**src/rtl/mc_ctrl_if.sv**
```systemverilog
`default_nettype none
// ============================================================================
// Module      : mc_ctrl_if
// Description : Bundle between the multicycle MIPS controller and its
//               datapath. The instruction-register fields and the ALU zero
//               flag come in. The mux selects, write enables, ALU operation
//               and debug/trap status go out.
//   master : controller side (drives the control outputs)
//   slave  : datapath side (drives op/funct/zero)
// Parameter   : ALUCTRL_W - alucontrol width. Must match the controller.
// Revision    : 1.0 - initial release
// ============================================================================
interface mc_ctrl_if #(
    parameter int ALUCTRL_W = 3
);
    // Inputs to the controller
    logic [5:0]           op;
    logic [5:0]           funct;
    logic                 zero;

    // Outputs from the controller
    logic                 memtoreg;
    logic                 memwrite;
    logic                 iord;
    logic                 irwrite;
    logic                 regdst;
    logic                 regwrite;
    logic                 alusrca;
    logic [1:0]           alusrcb;
    logic                 immzext;
    logic [1:0]           pcsrc;
    logic                 pcen;
    logic [ALUCTRL_W-1:0] alucontrol;
    logic [3:0]           state;
    logic                 illegal;

    modport master (
        input  op, funct, zero,
        output memtoreg, memwrite, iord, irwrite, regdst, regwrite,
               alusrca, alusrcb, immzext, pcsrc, pcen, alucontrol,
               state, illegal
    );

    modport slave (
        output op, funct, zero,
        input  memtoreg, memwrite, iord, irwrite, regdst, regwrite,
               alusrca, alusrcb, immzext, pcsrc, pcen, alucontrol,
               state, illegal
    );
endinterface
`default_nettype wire

```
**src/rtl/mc_ctrl_fsm.sv**
```systemverilog
`default_nettype none
// ============================================================================
// Module      : mc_ctrl_fsm
// Description : Multicycle MIPS control unit. It contains the main-decoder
//               FSM and the ALU decoder. Supported instructions are lw, sw,
//               R-type, beq, bne, addi, andi, ori, slti and j. Each memory
//               access can take a configurable number of wait cycles.
// Ports       : clk   - clock, rising edge
//               reset - synchronous, active-low reset
//               bus   - mc_ctrl_if.master. Carries op/funct/zero in and all
//                       datapath controls plus state/illegal out.
// Parameters  : MEM_LAT   - extra wait cycles per memory access (0..15)
//               ALUCTRL_W - alucontrol width (3-bit codes are zero-extended)
// Options     : CTRL_ILLEGAL_EN - when defined, an undefined opcode or an
//               undefined R-type funct traps to TRAP and raises illegal.
// Revision    : 1.0 - initial release
// ============================================================================
module mc_ctrl_fsm #(
    parameter int MEM_LAT   = 0,
    parameter int ALUCTRL_W = 3
) (
    input  wire logic   clk,
    input  wire logic   reset,
    mc_ctrl_if.master   bus
);

    typedef enum logic [3:0] {
        S_FETCH  = 4'd0,
        S_DECODE = 4'd1,
        S_MEMADR = 4'd2,
        S_MEMRD  = 4'd3,
        S_MEMWB  = 4'd4,
        S_MEMWR  = 4'd5,
        S_REX    = 4'd6,
        S_ALUWB  = 4'd7,
        S_BRANCH = 4'd8,
        S_IMMEX  = 4'd9,
        S_IMMWB  = 4'd10,
        S_JUMP   = 4'd11,
        S_TRAP   = 4'd12
    } state_t;

    localparam logic [5:0] c_OP_RTYPE = 6'b000000;
    localparam logic [5:0] c_OP_LW    = 6'b100011;
    localparam logic [5:0] c_OP_SW    = 6'b101011;
    localparam logic [5:0] c_OP_BEQ   = 6'b000100;
    localparam logic [5:0] c_OP_BNE   = 6'b000101;
    localparam logic [5:0] c_OP_ADDI  = 6'b001000;
    localparam logic [5:0] c_OP_ANDI  = 6'b001100;
    localparam logic [5:0] c_OP_ORI   = 6'b001101;
    localparam logic [5:0] c_OP_SLTI  = 6'b001010;
    localparam logic [5:0] c_OP_J     = 6'b000010;

    // $clog2(1) is 0, so MEM_LAT=0 still gets a 1-bit counter
    localparam int             c_CNT_W = (MEM_LAT > 0) ? $clog2(MEM_LAT + 1) : 1;
    localparam logic [c_CNT_W-1:0] c_LAT = c_CNT_W'(MEM_LAT);

    state_t               r_state_q, w_state_d;
    logic [c_CNT_W-1:0]   r_cnt_q, w_cnt_d;

    logic       w_is_mem;
    logic       w_mem_done;
    logic       w_isbne;
    logic [1:0] w_aluop;
    logic       w_pcwrite;
    logic       w_branch;
    logic [2:0] w_alu3;

    logic       w_memtoreg, w_memwrite, w_iord, w_irwrite, w_regdst;
    logic       w_regwrite, w_alusrca, w_immzext;
    logic [1:0] w_alusrcb, w_pcsrc;

    // ------------------------------------------------------------------
    // State and wait-counter registers
    // ------------------------------------------------------------------
    always_ff @(posedge clk) begin
        if (!reset) begin
            r_state_q <= S_FETCH;
            r_cnt_q   <= '0;
        end else begin
            r_state_q <= w_state_d;
            r_cnt_q   <= w_cnt_d;
        end
    end

    // A memory state finishes on the cycle where the counter reaches MEM_LAT.
    // The counter returns to 0 on that cycle, so the next state starts clean.
    assign w_is_mem   = (r_state_q == S_FETCH) || (r_state_q == S_MEMRD) ||
                        (r_state_q == S_MEMWR);
    assign w_mem_done = w_is_mem && (r_cnt_q == c_LAT);
    assign w_cnt_d    = (w_is_mem && !w_mem_done) ? (r_cnt_q + c_CNT_W'(1)) : '0;

`ifdef CTRL_ILLEGAL_EN
    logic w_funct_known;
    always_comb begin
        w_funct_known = 1'b0;
        case (bus.funct)
            6'b100000, 6'b100010, 6'b100100,
            6'b100101, 6'b101010: w_funct_known = 1'b1;
            default:              w_funct_known = 1'b0;
        endcase
    end
`endif

    // ------------------------------------------------------------------
    // Next-state logic
    // ------------------------------------------------------------------
    always_comb begin
        w_state_d = r_state_q;
        case (r_state_q)
            S_FETCH:  w_state_d = w_mem_done ? S_DECODE : S_FETCH;
            S_DECODE: begin
                case (bus.op)
                    c_OP_LW, c_OP_SW:      w_state_d = S_MEMADR;
`ifdef CTRL_ILLEGAL_EN
                    c_OP_RTYPE:            w_state_d = w_funct_known ? S_REX : S_TRAP;
`else
                    c_OP_RTYPE:            w_state_d = S_REX;
`endif
                    c_OP_BEQ, c_OP_BNE:    w_state_d = S_BRANCH;
                    c_OP_ADDI, c_OP_ANDI,
                    c_OP_ORI, c_OP_SLTI:   w_state_d = S_IMMEX;
                    c_OP_J:                w_state_d = S_JUMP;
`ifdef CTRL_ILLEGAL_EN
                    default:               w_state_d = S_TRAP;
`else
                    default:               w_state_d = S_FETCH;
`endif
                endcase
            end
            S_MEMADR: w_state_d = (bus.op == c_OP_SW) ? S_MEMWR : S_MEMRD;
            S_MEMRD:  w_state_d = w_mem_done ? S_MEMWB : S_MEMRD;
            S_MEMWR:  w_state_d = w_mem_done ? S_FETCH : S_MEMWR;
            S_REX:    w_state_d = S_ALUWB;
            S_IMMEX:  w_state_d = S_IMMWB;
            S_MEMWB, S_ALUWB, S_IMMWB,
            S_BRANCH, S_JUMP:  w_state_d = S_FETCH;
            S_TRAP:   w_state_d = S_TRAP;       // only reset leaves TRAP
            default:  w_state_d = S_FETCH;
        endcase
    end

    // ------------------------------------------------------------------
    // Per-state control outputs
    // ------------------------------------------------------------------
    always_comb begin
        w_memtoreg = 1'b0;
        w_memwrite = 1'b0;
        w_iord     = 1'b0;
        w_irwrite  = 1'b0;
        w_regdst   = 1'b0;
        w_regwrite = 1'b0;
        w_alusrca  = 1'b0;
        w_alusrcb  = 2'b00;
        w_immzext  = 1'b0;
        w_pcsrc    = 2'b00;
        w_aluop    = 2'b00;
        w_pcwrite  = 1'b0;
        w_branch   = 1'b0;
        case (r_state_q)
            S_FETCH: begin
                w_alusrcb = 2'b01;
                // IR load and PC+4 happen once, when the read data is valid
                w_irwrite = w_mem_done;
                w_pcwrite = w_mem_done;
            end
            S_DECODE: w_alusrcb = 2'b11;
            S_MEMADR: begin
                w_alusrca = 1'b1;
                w_alusrcb = 2'b10;
            end
            S_MEMRD:  w_iord = 1'b1;
            S_MEMWB: begin
                w_memtoreg = 1'b1;
                w_regwrite = 1'b1;
            end
            S_MEMWR: begin
                w_iord     = 1'b1;
                w_memwrite = w_mem_done;
            end
            S_REX: begin
                w_alusrca = 1'b1;
                w_aluop   = 2'b10;
            end
            S_ALUWB: begin
                w_regdst   = 1'b1;
                w_regwrite = 1'b1;
            end
            S_BRANCH: begin
                w_alusrca = 1'b1;
                w_aluop   = 2'b01;
                w_pcsrc   = 2'b01;
                w_branch  = 1'b1;
            end
            S_IMMEX: begin
                w_alusrca = 1'b1;
                w_alusrcb = 2'b10;
                w_aluop   = 2'b11;
                w_immzext = (bus.op == c_OP_ANDI) || (bus.op == c_OP_ORI);
            end
            S_IMMWB:  w_regwrite = 1'b1;
            S_JUMP: begin
                w_pcsrc   = 2'b10;
                w_pcwrite = 1'b1;
            end
            default: ;                          // TRAP: everything idle
        endcase
    end

    // beq takes the branch on zero, bne on not-zero
    assign w_isbne = (bus.op == c_OP_BNE);

    // ------------------------------------------------------------------
    // ALU decoder
    // ------------------------------------------------------------------
    always_comb begin
        w_alu3 = 3'b010;
        case (w_aluop)
            2'b00: w_alu3 = 3'b010;
            2'b01: w_alu3 = 3'b110;
            2'b10: begin
                case (bus.funct)
                    6'b100000: w_alu3 = 3'b010;
                    6'b100010: w_alu3 = 3'b110;
                    6'b100100: w_alu3 = 3'b000;
                    6'b100101: w_alu3 = 3'b001;
                    6'b101010: w_alu3 = 3'b111;
                    default:   w_alu3 = 3'b010;
                endcase
            end
            default: begin
                case (bus.op)
                    c_OP_ANDI: w_alu3 = 3'b000;
                    c_OP_ORI:  w_alu3 = 3'b001;
                    c_OP_SLTI: w_alu3 = 3'b111;
                    default:   w_alu3 = 3'b010;
                endcase
            end
        endcase
    end

    assign bus.memtoreg   = w_memtoreg;
    assign bus.memwrite   = w_memwrite;
    assign bus.iord       = w_iord;
    assign bus.irwrite    = w_irwrite;
    assign bus.regdst     = w_regdst;
    assign bus.regwrite   = w_regwrite;
    assign bus.alusrca    = w_alusrca;
    assign bus.alusrcb    = w_alusrcb;
    assign bus.immzext    = w_immzext;
    assign bus.pcsrc      = w_pcsrc;
    assign bus.pcen       = w_pcwrite | (w_branch & (bus.zero ^ w_isbne));
    assign bus.alucontrol = ALUCTRL_W'(w_alu3);
    assign bus.state      = r_state_q;

`ifdef CTRL_ILLEGAL_EN
    assign bus.illegal = (r_state_q == S_TRAP);
`else
    assign bus.illegal = 1'b0;
`endif

endmodule
`default_nettype wire
```
**src/flat_wrapper.sv**
```systemverilog
// flat-port wrapper written by rule: the top's interface ports become plain ports
module mc_ctrl_fsm_flat 
#(
    parameter int MEM_LAT   = 0,
    parameter int ALUCTRL_W = 3
)
  (clk, reset, bus_op, bus_funct, bus_zero, bus_memtoreg, bus_memwrite, bus_iord, bus_irwrite, bus_regdst, bus_regwrite, bus_alusrca, bus_alusrcb, bus_immzext, bus_pcsrc, bus_pcen, bus_alucontrol, bus_state, bus_illegal);
  mc_ctrl_if #(.ALUCTRL_W(ALUCTRL_W)) bus_i ();
  input  wire logic clk;
  input  wire logic reset;
  input wire logic [$bits(bus_i.op)-1:0] bus_op;
  input wire logic [$bits(bus_i.funct)-1:0] bus_funct;
  input wire logic [$bits(bus_i.zero)-1:0] bus_zero;
  output wire logic [$bits(bus_i.memtoreg)-1:0] bus_memtoreg;
  output wire logic [$bits(bus_i.memwrite)-1:0] bus_memwrite;
  output wire logic [$bits(bus_i.iord)-1:0] bus_iord;
  output wire logic [$bits(bus_i.irwrite)-1:0] bus_irwrite;
  output wire logic [$bits(bus_i.regdst)-1:0] bus_regdst;
  output wire logic [$bits(bus_i.regwrite)-1:0] bus_regwrite;
  output wire logic [$bits(bus_i.alusrca)-1:0] bus_alusrca;
  output wire logic [$bits(bus_i.alusrcb)-1:0] bus_alusrcb;
  output wire logic [$bits(bus_i.immzext)-1:0] bus_immzext;
  output wire logic [$bits(bus_i.pcsrc)-1:0] bus_pcsrc;
  output wire logic [$bits(bus_i.pcen)-1:0] bus_pcen;
  output wire logic [$bits(bus_i.alucontrol)-1:0] bus_alucontrol;
  output wire logic [$bits(bus_i.state)-1:0] bus_state;
  output wire logic [$bits(bus_i.illegal)-1:0] bus_illegal;
  assign bus_i.op = bus_op;
  assign bus_i.funct = bus_funct;
  assign bus_i.zero = bus_zero;
  assign bus_memtoreg = bus_i.memtoreg;
  assign bus_memwrite = bus_i.memwrite;
  assign bus_iord = bus_i.iord;
  assign bus_irwrite = bus_i.irwrite;
  assign bus_regdst = bus_i.regdst;
  assign bus_regwrite = bus_i.regwrite;
  assign bus_alusrca = bus_i.alusrca;
  assign bus_alusrcb = bus_i.alusrcb;
  assign bus_immzext = bus_i.immzext;
  assign bus_pcsrc = bus_i.pcsrc;
  assign bus_pcen = bus_i.pcen;
  assign bus_alucontrol = bus_i.alucontrol;
  assign bus_state = bus_i.state;
  assign bus_illegal = bus_i.illegal;
  mc_ctrl_fsm #(.MEM_LAT(MEM_LAT), .ALUCTRL_W(ALUCTRL_W)) u_core (.clk(clk), .reset(reset), .bus(bus_i));
endmodule
```
**config.mk**
```make
export PLATFORM = sky130hd
export DESIGN_NAME = mc_ctrl_fsm_flat
export DESIGN_NICKNAME = d
export VERILOG_FILES = /design/src/rtl/mc_ctrl_if.sv /design/src/rtl/mc_ctrl_fsm.sv /design/src/flat_wrapper.sv
export SDC_FILE = /design/constraint.sdc
export NUM_CORES = 1
export LEC_CHECK = 0
export BUFFER_PORTS_ARGS = -buffer_cell sky130_fd_sc_hd__buf_2
export CAP_MARGIN = 30
export CORE_ASPECT_RATIO = 1.25
export CORE_MARGIN = 2
export CORE_UTILIZATION = 40
export CTS_CLUSTER_DIAMETER = 30
export DETAILED_ROUTE_END_ITERATION = 12
export PLACE_DENSITY = 0.7
export SLEW_MARGIN = 15
export SYNTH_ARGS = -nofsm -noshare
export SYNTH_HDL_FRONTEND = slang
export SYNTH_SLANG_ARGS = --single-unit
```
**constraint.sdc**
```tcl
create_clock -name clk -period 1.6 [get_ports clk]
set_input_delay 0.32 -clock clk [delete_from_list [all_inputs] [get_ports clk]]
set_output_delay 0.32 -clock clk [all_outputs]
set_load 0.02 [all_outputs]
```
### After elaboration in Yosys (flattened, before gate mapping)

Cells that the tools add are included.

* reduce and logical (&&, ||, !) cells: 17
* bitwise gates (word level): 4
* $add $sub $neg: 1
* mux-type cells: 22
* eq/ne operators: 27

Operators by type and width (count)
* 6-bit equality test (second input constant): 6
* 4-bit one-hot mux with 8 select lines: 1
* 6-bit by 4-bit equality test with 1-bit output (second input constant): 4
* 4-bit equality test (second input constant): 5
* 4-bit one-hot mux with 5 select lines: 1
* 3-bit one-hot mux with 3 select lines: 2
* 4-bit by 3-bit equality test with 1-bit output (second input constant): 4
* 6-bit by 3-bit equality test with 1-bit output (second input constant): 2
* 2-bit one-hot mux with 3 select lines: 2
* 3-bit one-hot mux with 4 select lines: 1
* 1-bit two-way mux: 10
* 3-bit two-way mux: 3
* 4-bit by 2-bit equality test with 1-bit output (second input constant): 2
* 2-bit OR reduction: 4
* 4-bit OR reduction: 2
* 6-bit by 2-bit equality test with 1-bit output (second input constant): 1
* 6-bit logical NOT: 1
* 4-bit by 1-bit equality test with 1-bit output (second input constant): 1
* 4-bit logical NOT: 1
* 2-bit one-hot mux with 2 select lines: 1
* 1-bit logical OR: 3
* 3-bit OR reduction: 1
* 2-bit by 1-bit equality test with 1-bit output (second input constant): 1
* 2-bit equality test (second input constant): 1
* other kinds (10): 11

* output and inout port bits: 21
* bits of input ports: 15
* logic and storage cells: 73
* register bits: 5

### Depth between registers and ports, before layout

Gate-level depths: netlist of run 1.

* word-level depth: 7
* mapped depth: 6
* mapped depth without buffers: 4

### Worst setup path after synthesis of run 1

Ideal clock, no wire load.

* kind: register to output
* from: reg u_core.r_state_q[0] (netlist: u_core.bus.state[0])
* to: out bus_alucontrol[2]
* buffers on the path: 0
* stages on the path, launching flop included: 4
* data required time: 1.280 ns
* arrival time: 1.541 ns
* setup slack: -0.261 ns
* cell sequence: dfxtp_1 -> nor4b_4 -> nand3_1 -> o311ai_1

* word-level cells in the longest chain between the ends: 4
* elaborated cells between the ends (all ways): 8
* those cells by class: 5 x eq/ne; 2 x mux; 1 x reduce/logical

RTL lines
* start: declaration: line mc_ctrl_fsm.sv:58 `state_t r_state_q, w_state_d;`
* start signal: assignment: line mc_ctrl_fsm.sv:81 `r_state_q <= w_state_d;`
* 4-bit equality test / 4-bit by 3-bit equality test with 1-bit output (equally long branches): line mc_ctrl_fsm.sv:160 `case (r_state_q)`
* 2-bit one-hot mux with 3 select lines (*): line mc_ctrl_fsm.sv:160
* 2-bit equality test, or another cell as far along: line mc_ctrl_fsm.sv:218 `case (w_aluop)`
* 3-bit one-hot mux with 3 select lines (*): line mc_ctrl_fsm.sv:218
* end: declaration: line flat_wrapper.sv:25 `output wire logic [$bits(bus_i.alucontrol)-1:0] bus_alucontrol;`

Mark *: on every way between the ends. The rest lies on a longest branch, timed or not.

### Worst setup path after layout of run 1

* from: reg u_core.r_state_q[1] (netlist: u_core.bus.state[1])
* to: out bus_alucontrol[2]

The elaborated chain is that of the path after synthesis.

==> summary.md, run 1 <==
| Metric | Value |
|---|---|
| Status | `finished, violations left` |
| Failing checks | `setup timing` |
| Diodes inserted | `0` |
| Fin area | `between 1000 and 1500 um2` |
| Most common library cell in the layout ignoring fill and taps | `buf_4` |
| Max stage delay on crit path | `around 370 ps` |
| CTS Hold Bufs | `0` |
| Crit path cell chain | `nor4b_4, nand3_2, o311ai_2, buf_4` |
| CORE AREA | `1723 um2` |
| Pwr dens | `364.6 nW/um2` |
| Initial drt markers | `16` |
| Ys Warns | `0` |
| Crit start category | `flop` |
| Layout cells sized above 1 | `between 50% and 60%` |
| Arr. time, crit path | `about 1500 ps` |
| Via count | `937` |
| Slowest CP cell | `dfxtp_4` |
| Placed cell areas | `around 1100 um2` |
| Final worst path period share | `115.0%` |
| Hold Startpoint | `reset` |
| RD Place Congestion | `0.8057` |
| Max-cap check violation count | `0` |
| Cells after synthesis | `98` |
| Synth Area in Adders | `0%` |
| Final hold violations | `0` |
| Num CTS Buffers | `3` |
| Synthesized area per cell | `about 7.2 um2` |
| Setup violations, final | `10` |
| Min-delay worst type | `in2reg` |
| Setup Crit Path Kind | `reg2out` |
| H-Tree Depth | `1` |
| Final setup skew | `2.898 ps` |
| F_max | `~540 MHz` |
| RSZ-0062 raised after global routing | `yes` |
| Slew Viols, Final | `0` |
| TritonCTS clock tree | `done` |
| Leakage power | `around 0.53 nW` |
| Clk root buf | `clkbuf_4` |
| Pin count of the biggest net entering global routing | `19` |
| I/O pins | `36` |
| Reg clk slew, reported paths | `40 ps` |
| Worst-path maximum fanout | `6` |
| Most frequent cells in the layout | `29 x buf_4, 22 x buf_2, 11 x a21oi_1` |
| Die X | `approximately 42 um` |
| GRT Total Usage | `19.38%` |
| Residual DRC count | `0` |
| Flop2flop setup slack | `100 ps` |
| Nets | `169` |
| PortBufs | `34` |
| Main combinational cell family by area after synthesis | `simple AND/OR/NAND/NOR gates` |
| Compound-cell area share of the yosys netlist | `28.75%` |
| Sequential element share of the synthesized area | `14.11%` |
| Comb pwr share | `38.1%` |
| Net Sw Frac | `31.52%` |
| First-pass GRT wire length | `roughly 3.3 mm` |
| Synthesis-to-layout area growth | `74.60%` |
| Netlist cell types | `35` |
| Routed wire per std cell | `between 10 and 15 um` |
| Top-area cell type share of the netlist area | `roughly 14%` |
| Internal power | `~0.3 mW` |
| Synth Area in XOR/XNOR | `2.469%` |
| Number of routed nets with antenna violations | `0` |
| Initial antenna violation count | `0` |
| Final WL | `about 2.2 mm` |
| Die span in y | `51.09 um` |
| Final min period | `~1800 ps` |
| Final Worst Setup Slack | `-239.6 ps` |
| Post-Synth Simple-Gate Area | `44.80%` |
| Vias in the first global route | `just under 800` |
| Global route overflow | `0` |
| Vias per cell | `5.448` |
| Synth area leader | `dfxtp_1` |
| Worst Setup SP | `u_core.bus.state[1]` |
| Pwr Total | `about 0.45 mW` |
| Clock Latency Late Sink | `240 ps` |
| Post-synthesis mux area share | `1.587%` |
| Area contributors post-synth | `dfxtp_1 14%, nand2b_1 11%, a21oi_1 8.5%` |
| Row cnt | `17` |
| VDD IR max | `0.4728 mV` |
| Net Sw Power | `about 0.14 mW` |
| Clock share of power | `around a third` |
| CTS sink count | `5` |
| Worst r2r src | `u_core.bus.state[1]` |
| Critical path endpoint category | `primary output` |
| Final HPWL from detailed placement | `1.577 mm` |
| Die area | `2128 um2` |
| Yosys reg bits | `5` |
| DRT Pass-1 Iters | `4` |
| Post-Syn Area | `709.4 um2` |
| Initial cell density of the core | `41.18%` |
| Reg power frac | `29.4%` |
| Worst Path Required | `1280 ps` |
| Clock Tree Buf Depth | `2` |
-- sequential cells by signal, indices dropped and copies added, names as in the netlist --
name,count
u_core.bus.state,4
u_core.r_cnt_q,1
-- worst max-delay path, delay by kind of cell (launching register included) --
| family | cells | cell delay, ps |
|---|---|---|
| AND/OR/NAND/NOR | 2 | 470 |
| flip-flops | 1 | 370 |
| AO/OA/AOI/OAI | 1 | 250 |
| buffers and inverters | 1 | 190 |
-- power by group through the flow --
stage                     registers (mW)  clock network [mW]  logic [mW]
after floorplan                    0.140                   0      0.0811
after global placement             0.138                   0       0.151
after detailed placement           0.138                   0       0.154
after CTS                          0.135               0.153       0.166
after global routing               0.133               0.163       0.185
final                              0.133               0.147       0.172
-- routing by layer --
| metal | track usage, % | vias to the layer above | share of wire, % |
|---|---|---|---|
| li1 | - | 474 | - |
| met1 | 24.31 | 440 | 43 |
| met2 | 33.33 | 23 | 53 |
| met3 | 4.240 | 0 | 4.0 |
| met4 | 4.839 | 0 | 0 |
| met5 | 0 | - | 0 |
-- logic make-up after synthesis --
logic type | Yosys count
AOI/OAI and AO/OA | 32
xor gates and xnor gates | 2
buffers and inverters | 10
muxes | 1
and+or+nand+nor | 47
other | 1
DFF | 5
-- final timing paths --
path                                       endpoint  cells after the start
worst max-delay path              bus_alucontrol[2]                      4
worst min-delay path            u_core.bus.state[2]                      3
worst max register to register  u_core.bus.state[2]                      6
worst min register to register  u_core.bus.state[1]                      4
-- final cells by class --
type                    count  area, um2
multi-input cells          84      653.1
fillers                   143      484.2
repair buffers             58      415.4
flip-flops and latches      5      112.6
clock buffers               4      26.28
well taps                  19      23.77
inverters                   2      7.507
-- cell usage after synthesis --
cell	count
a21oi_1	12
nand2b_1	12
nor2_1	9
o21ai_0	6
buf_2	5
dfxtp_1	5
nor3_1	5
nand2_1	4
buf_4	3
nand3b_1	3
nor3b_1	3
inv_1	2
nor4_1	2
nor4b_4	2
o22ai_1	2
o31ai_1	2
or2_2	2
xnor2_1	2
a211oi_1	1
a21bo_2	1
a22o_1	1
a2bb2oi_1	1
a31oi_1	1
conb_1	1
mux2_2	1
nand3_1	1
nor2b_1	1
nor3b_2	1
nor4_2	1
nor4b_2	1
o2111ai_1	1
o21ba_2	1
o2bb2ai_1	1
o311ai_1	1
o32ai_1	1
-- timing repair --
action	CTS	global route
pin swaps	6	7
setup endpoints to repair	13	13
gates resized for setup	21	18
setup buffers	2	2
-- through the flow --
stage	TNS, ps	util (%)	hold slack (ps)	setup slack [ps]	instances
finish	-1322	71.90	379.5	-239.6	172
global route	-1838	71.90	396.5	-263.6	172
CTS	-1414	67.76	382.1	-193.6	170
detailed placement	-170.2	61.07	641.6	-56.21	165
global placement	-60.50	61.07	636.9	-30.41	165
floorplan	-114.0	-	494.8	-62.64	99
No activity file was read; power rests on OpenSTA's default activity.
==> run 2: changes to the inputs <==
--- a/config.mk
+++ b/config.mk
@@ -5,14 +5,13 @@
 export SDC_FILE = /design/constraint.sdc
 export NUM_CORES = 1
 export LEC_CHECK = 0
-export BUFFER_PORTS_ARGS = -buffer_cell sky130_fd_sc_hd__buf_2
+export BUFFER_PORTS_ARGS = -buffer_cell sky130_fd_sc_hd__clkbuf_2
 export CAP_MARGIN = 30
-export CORE_ASPECT_RATIO = 1.25
 export CORE_MARGIN = 2
-export CORE_UTILIZATION = 40
+export CORE_UTILIZATION = 44
 export CTS_CLUSTER_DIAMETER = 30
 export DETAILED_ROUTE_END_ITERATION = 12
-export PLACE_DENSITY = 0.7
+export PLACE_DENSITY = 0.76
 export SLEW_MARGIN = 15
 export SYNTH_ARGS = -nofsm -noshare
 export SYNTH_HDL_FRONTEND = slang
==> run 2 against run 1 <==
- the flow still finishes with violations (setup timing)
- total power up 3.2%
- sequential power hardly changed
- non-clock buffer count is 7 higher
- clock power about the same
- setup slack worse by 46 ps
- first-iteration DRC count rose by 100%
- cell count up 2.3%
- combinational power increased by 6%
- die area down 8.4%
- critical endpoint is now bus_alucontrol[1]
==> summary.md, run 2 (synthesis gave the netlist of run 1 again) <==
| Metric | Value |
|---|---|
| Status | `finished, violations left (unchanged)` |
| Failing checks | `setup timing (unchanged)` |
| H-Tree Depth | `1 (unchanged)` |
| Clock Latency Late Sink | `240 ps (about the same)` |
| Most common library cell in the layout ignoring fill and taps | `buf_4 (unchanged)` |
| Slew Viols, Final | `0 (unchanged)` |
| Routed wire per std cell | `16.72 um (was 13.04 um)` |
| Arr. time, crit path | `1570 ps (was 1520 ps)` |
| Flop2flop setup slack | `40 ps (was 100 ps)` |
| Via count | `1044 (was 937)` |
| RSZ-0062 raised after global routing | `yes (unchanged)` |
| GRT Total Usage | `27.39% (was 19.38%)` |
| Crit start category | `flop (unchanged)` |
| Die X | `44.16 um (was 41.67 um)` |
| Hold Path Stages | `3 (unchanged)` |
| VDD IR max | `0.4228 mV (was 0.4728 mV)` |
| Initial drt markers | `32 (was 16)` |
| Crit path cell chain | `nor4b_4, nand3_2, buf_6, nor2_4, a21oi_2, buf_6 (was nor4b_4, nand3_2, o311ai_2, buf_4)` |
| Final min period | `1886 ps (was 1840 ps)` |
| Fill count | `82 (was 143)` |
| CP delay by family, top | `simple AND/OR/NAND/NOR gates (unchanged)` |
| Critical path endpoint category | `primary output (unchanged)` |
| First-pass GRT wire length | `3.974 mm (was 3.284 mm)` |
| CTS Hold Bufs | `0 (unchanged)` |
| Pwr dens | `355.8 nW/um2 (was 364.6 nW/um2)` |
| Residual DRC count | `0 (unchanged)` |
| CTS sink count | `5 (unchanged)` |
| Number of routed nets with antenna violations | `0 (unchanged)` |
| Worst Path Required | `1280 ps (about the same)` |
| Die span in y | `44.16 um (was 51.09 um)` |
| Final HPWL from detailed placement | `1.718 mm (was 1.577 mm)` |
| Max stage delay on crit path | `370 ps (about the same)` |
| Setup violations, final | `13 (was 10)` |
| Vias in the first global route | `944 (was 786)` |
| Setup Crit Path Kind | `reg2out (unchanged)` |
| Global route overflow | `0 (unchanged)` |
| Worst-path maximum fanout | `5 (was 6)` |
| TritonCTS clock tree | `done (unchanged)` |
| Most frequent cells in the layout | `32 x buf_4, 21 x clkbuf_2, 9 x nand2b_1, 9 x a21oi_1, 8 x buf_6 (was 29 x buf_4, 22 x buf_2, 11 x a21oi_1)` |
| Max reg flops | `4 (unchanged)` |
| Final hold violations | `0 (unchanged)` |
| Diodes inserted | `0 (unchanged)` |
| PortBufs | `34 (unchanged)` |
| Initial antenna violation count | `0 (unchanged)` |
| Min-delay worst type | `in2reg (unchanged)` |
| Final WL | `2.943 mm (was 2.243 mm)` |
| Num CTS Buffers | `3 (unchanged)` |
| Leakage power | `0.5729 nW (was 0.5345 nW)` |
| Pre-CTS WS | `-65.15 ps (was -56.21 ps)` |
| Final setup skew | `3.052 ps (was 2.898 ps)` |
| Synthesis-to-layout area growth | `84.66% (was 74.60%)` |
| Hold Startpoint | `reset (unchanged)` |
| Final worst path period share | `117.8% (was 115.0%)` |
| Clk root buf | `clkbuf_4 (unchanged)` |
| CORE AREA | `1506 um2 (was 1723 um2)` |
| Row cnt | `14 (was 17)` |
| Crit path buf inv count | `2 (was 1)` |
| Reg clk slew, reported paths | `50 ps (was 40 ps)` |
| DRT Pass-1 Iters | `4 (unchanged)` |
| Nets | `176 (was 169)` |
| Worst path most repeated cell | `buf_6` |
| Vias per cell | `5.932 (was 5.448)` |
| R2R Path End | `u_core.bus.state[1] (was u_core.bus.state[2])` |
| F_max | `530.4 MHz (was 543.6 MHz)` |
| Slowest CP cell | `dfxtp_4 (unchanged)` |
| Pin count of the biggest net entering global routing | `15 (was 19)` |
| Reg2Reg Depth | `6 (unchanged)` |
| I/O pins | `36 (unchanged)` |
| Util after Layout | `86.96% (was 71.90%)` |
| Final Worst Setup Slack | `-285.5 ps (was -239.6 ps)` |
| RD Place Congestion | `0.8095 (was 0.8057)` |
| Min-Delay Endpoint | `u_core.bus.state[2] (unchanged)` |
| Clock Tree Buf Depth | `2 (unchanged)` |
| Worst r2r src | `u_core.bus.state[1] (unchanged)` |
| Initial cell density of the core | `47.09% (was 41.18%)` |
| Die area | `1950 um2 (was 2128 um2)` |
| Layout cells sized above 1 | `61.88% (was 58.17%)` |
| Max-cap check violation count | `0 (unchanged)` |
==> run 2: cell types whose count changed in the layout (fill, tap and decap cells not counted), sizes merged <==
cell    change
clkbuf     +23
buf        -16
==> run 2: per-layer routing <==
metal / track usage, % / wire (um)
met4: 8.485 / 28
met5: 0 / 0
met3: 6.122 / 143
met2: 52.35 / 1681
met1: 29.38 / 1090
==> run 2: final cells by class <==
cell class	count	area (um2)	share of cell area, %
well taps	16	20.02	1.528
inverters	2	7.507	0.5731
clock buffers	4	26.28	2.006
repair buffers	65	483.0	36.87
multi-input cells	84	663.1	50.62
flip-flops and latches	5	110.1	8.405
==> run 2: worst min-delay path: cells and delay by family <==
| kind | cells | cell delay (ps) |
|---|---|---|
| simple gates | 1 | 70 |
| buf+inv | 1 | 90 |
| compound gates | 1 | 80 |
==> run 2: repair_timing <==
action | CTS | global route
pin swaps | 7 | 10
setup endpoints to repair | 12 | 17
buffers inserted | 6 | 4
gates resized for setup | 21 | 32
==> run 2: how the worst max path moves through the flow <==
stage                                   start           endpoint  slack [ps]  cells after the start
after floorplan           u_core.bus.state[3]  bus_alucontrol[2]         -60                      3
after global placement              bus_op[1]           bus_pcen         -30                      6
after detailed placement            bus_op[4]  bus_alucontrol[2]         -70                      5
after CTS                 u_core.bus.state[0]  bus_alucontrol[2]        -230                      5
after global routing      u_core.bus.state[1]  bus_alucontrol[1]        -360                      6
final                     u_core.bus.state[1]  bus_alucontrol[1]        -290                      6
==> run 2: power by group <==
group / internal (mW) / switching [mW]
Combinational: 0.0916 / 0.0907
Clock: 0.0945 / 0.0542
Sequential: 0.127 / 0.00797
==> run 2: stage by stage <==
step	TNS, ps	power (mW)	hold slack [ps]	cell area, um2	cells
2_1_floorplan	-114.0	0.2208	494.8	748.2	99
3_3_place_gp	-51.03	0.2903	607.9	1056	163
3_5_place_dp	-213.5	0.2939	614.3	1056	163
4_1_cts	-1523	0.4515	366.8	1219	173
5_1_grt	-2385	0.4930	394.1	1310	176
6_report	-1633	0.4662	368.5	1310	176
==> run 3: changes to the inputs <==
--- a/config.mk
+++ b/config.mk
@@ -9,6 +9,7 @@
 export CAP_MARGIN = 30
 export CORE_MARGIN = 2
 export CORE_UTILIZATION = 44
+export CTS_BUF_LIST = sky130_fd_sc_hd__clkbuf_16
 export CTS_CLUSTER_DIAMETER = 30
 export DETAILED_ROUTE_END_ITERATION = 12
 export PLACE_DENSITY = 0.76
@@ -16,3 +17,4 @@
 export SYNTH_ARGS = -nofsm -noshare
 export SYNTH_HDL_FRONTEND = slang
 export SYNTH_SLANG_ARGS = --single-unit
+export TNS_END_PERCENT = 20
==> run 3 against run 2 <==
- the flow still finishes with violations (setup timing)
- clock power rose to 2.7 times the previous value
- hold slack better by 17 ps
- sequential cell count stayed put
- clock skew is 2.6 ps lower
- cell count fell by 3.4%
- setup slack gained 110 ps
- critical path type unchanged
- largest power group is now clock
==> summary.md, run 3 (synthesis gave the netlist of run 1 again) <==
| Metric | Value |
|---|---|
| Status | `finished, violations left (unchanged)` |
| Failing checks | `setup timing (unchanged)` |
| Diodes inserted | `0 (unchanged)` |
| DRT Pass-1 Iters | `4 (unchanged)` |
| RD Place Congestion | `0.8268 (was 0.8095)` |
| Num CTS Buffers | `3 (unchanged)` |
| Initial cell density of the core | `47.09% (unchanged)` |
| GRT Total Usage | `27.75% (was 27.39%)` |
| Pwr Total | `0.7187 mW (was 0.4662 mW)` |
| Final HPWL from detailed placement | `1.781 mm (was 1.718 mm)` |
| Min-delay worst type | `in2reg (unchanged)` |
| Global route overflow | `0 (unchanged)` |
| Most frequent cells in the layout | `30 x buf_4, 23 x clkbuf_2, 10 x a21oi_1 (was 32 x buf_4, 21 x clkbuf_2, 9 x nand2b_1, 9 x a21oi_1, 8 x buf_6)` |
| Placed cell areas | `1040 um2 (was 1056 um2)` |
| Vias in the first global route | `907 (was 944)` |
| Most common library cell in the layout ignoring fill and taps | `buf_4 (unchanged)` |
| Layout cells sized above 1 | `58.44% (was 61.88%)` |
| Max-cap check violation count | `0 (unchanged)` |
| PortBufs | `34 (unchanged)` |
| Vias per cell | `5.694 (was 5.932)` |
| I/O pins | `36 (unchanged)` |
| Final min period | `1772 ps (was 1886 ps)` |
| Routed wire per std cell | `15.05 um (was 16.72 um)` |
| F_max | `564.5 MHz (was 530.4 MHz)` |
| Number of routed nets with antenna violations | `0 (unchanged)` |
| Final hold violations | `0 (unchanged)` |
| Initial drt markers | `24 (was 32)` |
| Net Sw Frac | `24.57% (was 32.78%)` |
| CTS sink count | `5 (unchanged)` |
| Util after Layout | `83.72% (was 86.96%)` |
| Worst Path Required | `1280 ps (about the same)` |
| Clk root buf | `clkbuf_16 (was clkbuf_4)` |
| Reg power frac | `18.8% (was 29.0%)` |
| Die area | `1950 um2 (unchanged)` |
| VDD IR max | `1.211 mV (was 0.4228 mV)` |
| Max reg flops | `4 (unchanged)` |
| Die X | `44.16 um (unchanged)` |
| Via count | `968 (was 1044)` |
| Pwr dens | `569.8 nW/um2 (was 355.8 nW/um2)` |
| Clock share of power | `56.3% (was 31.9%)` |
| Slew Viols, Final | `0 (unchanged)` |
| Net Sw Power | `0.1766 mW (was 0.1528 mW)` |
| RSZ-0062 raised after global routing | `yes (unchanged)` |
| Residual DRC count | `0 (unchanged)` |
| CORE AREA | `1506 um2 (unchanged)` |
| Worst-path maximum fanout | `6 (was 5)` |
| Clock Latency Late Sink | `230 ps (was 240 ps)` |
| Final setup skew | `0.4258 ps (was 3.052 ps)` |
| Leakage power | `0.5589 nW (was 0.5729 nW)` |
| Nets | `170 (was 176)` |
| Crit start category | `flop (unchanged)` |
| Initial antenna violation count | `0 (unchanged)` |
| Post-route insts no fill | `170 (was 176)` |
| Internal power | `0.5421 mW (was 0.3134 mW)` |
| Final worst path period share | `110.7% (was 117.8%)` |
| Setup Crit Path Kind | `reg2out (unchanged)` |
| Row cnt | `14 (unchanged)` |
| Arr. time, crit path | `1450 ps (was 1570 ps)` |
| Setup violations, final | `8 (was 13)` |
| Final Worst Setup Slack | `-171.5 ps (was -285.5 ps)` |
| First-pass GRT wire length | `3.995 mm (was 3.974 mm)` |
| Fin area | `1261 um2 (was 1310 um2)` |
| TritonCTS clock tree | `done (unchanged)` |
| Placed Cells | `163 (unchanged)` |
| Final WL | `2.559 mm (was 2.943 mm)` |
| Critical path endpoint category | `primary output (unchanged)` |
| H-Tree Depth | `1 (unchanged)` |
| Pin count of the biggest net entering global routing | `17 (was 15)` |
| Reg clk slew, reported paths | `30 ps (was 50 ps)` |
| Die span in y | `44.16 um (unchanged)` |
| Synthesis-to-layout area growth | `77.78% (was 84.66%)` |
| Clock Tree Buf Depth | `2 (unchanged)` |
| CTS Hold Bufs | `0 (unchanged)` |
| Comb pwr share | `24.9% (was 39.1%)` |
| Flop2flop setup slack | `60 ps (was 40 ps)` |
## run 3: changes by cell type in the layout (fill, tap and decap cells not counted), sizes merged
cell	previous run	this run
buf	42	34
clkbuf	27	28
inv	2	3
## run 3: timing repair
action                     in CTS  in global routing
gates resized for setup        23                 22
setup buffers                   3                  0
pin swaps                       4                  6
setup endpoints to repair      13                 13
## run 3: final timing paths
| kind | cells past startpoint | start | end |
|---|---|---|---|
| worst max-delay path | 4 | u_core.bus.state[1] | bus_alucontrol[2] |
| worst min-delay path | 3 | reset | u_core.bus.state[2] |
| worst max register to register | 6 | u_core.bus.state[1] | u_core.bus.state[1] |
| worst min register to register | 3 | u_core.bus.state[1] | u_core.bus.state[1] |
## run 3: layout make-up
cell class | count | area [um2]
tap | 16 | 20.02
inverter | 2 | 7.507
multi-input combinational | 84 | 644.4
clock inverter | 1 | 3.754
timing repair buffer | 59 | 400.4
clock buffer | 3 | 75.07
fill | 101 | 245.2
sequential | 5 | 110.1
## run 3: power by group through the flow
stage	Sequential, mW	Combinational (mW)	Clock (mW)
floorplan	0.139	0.0780	0
global placement	0.138	0.150	0
detailed placement	0.139	0.153	0
CTS	0.134	0.173	0.407
global route	0.136	0.192	0.416
finish	0.135	0.179	0.405
## run 3: metrics by stage
stage / hold WS, ps / setup TNS [ps] / setup slack (ps)
after floorplan: 494.8 / -920.9 / -173.1
after global placement: 604.3 / -55.40 / -29.83
after detailed placement: 627.9 / -179.4 / -107.5
after CTS: 387.2 / -842.3 / -184.9
after global routing: 419.8 / -1109 / -193.0
final: 385.5 / -748.3 / -171.5
## run 3: worst max-delay path, cell delays in order (launching register included)
cell and delay [ps]:
dfxtp_4 360, nor4b_4 300, nand3_2 130, o311ai_2 230, buf_4 190
## run 3: layer usage
metal	global-route usage (%)	routed length (um)	up-vias
met1	31.44	968	441
met5	0	0	-
met2	50.88	1374	45
met4	15.76	85	0
li1	-	-	472
met3	1.633	131	10
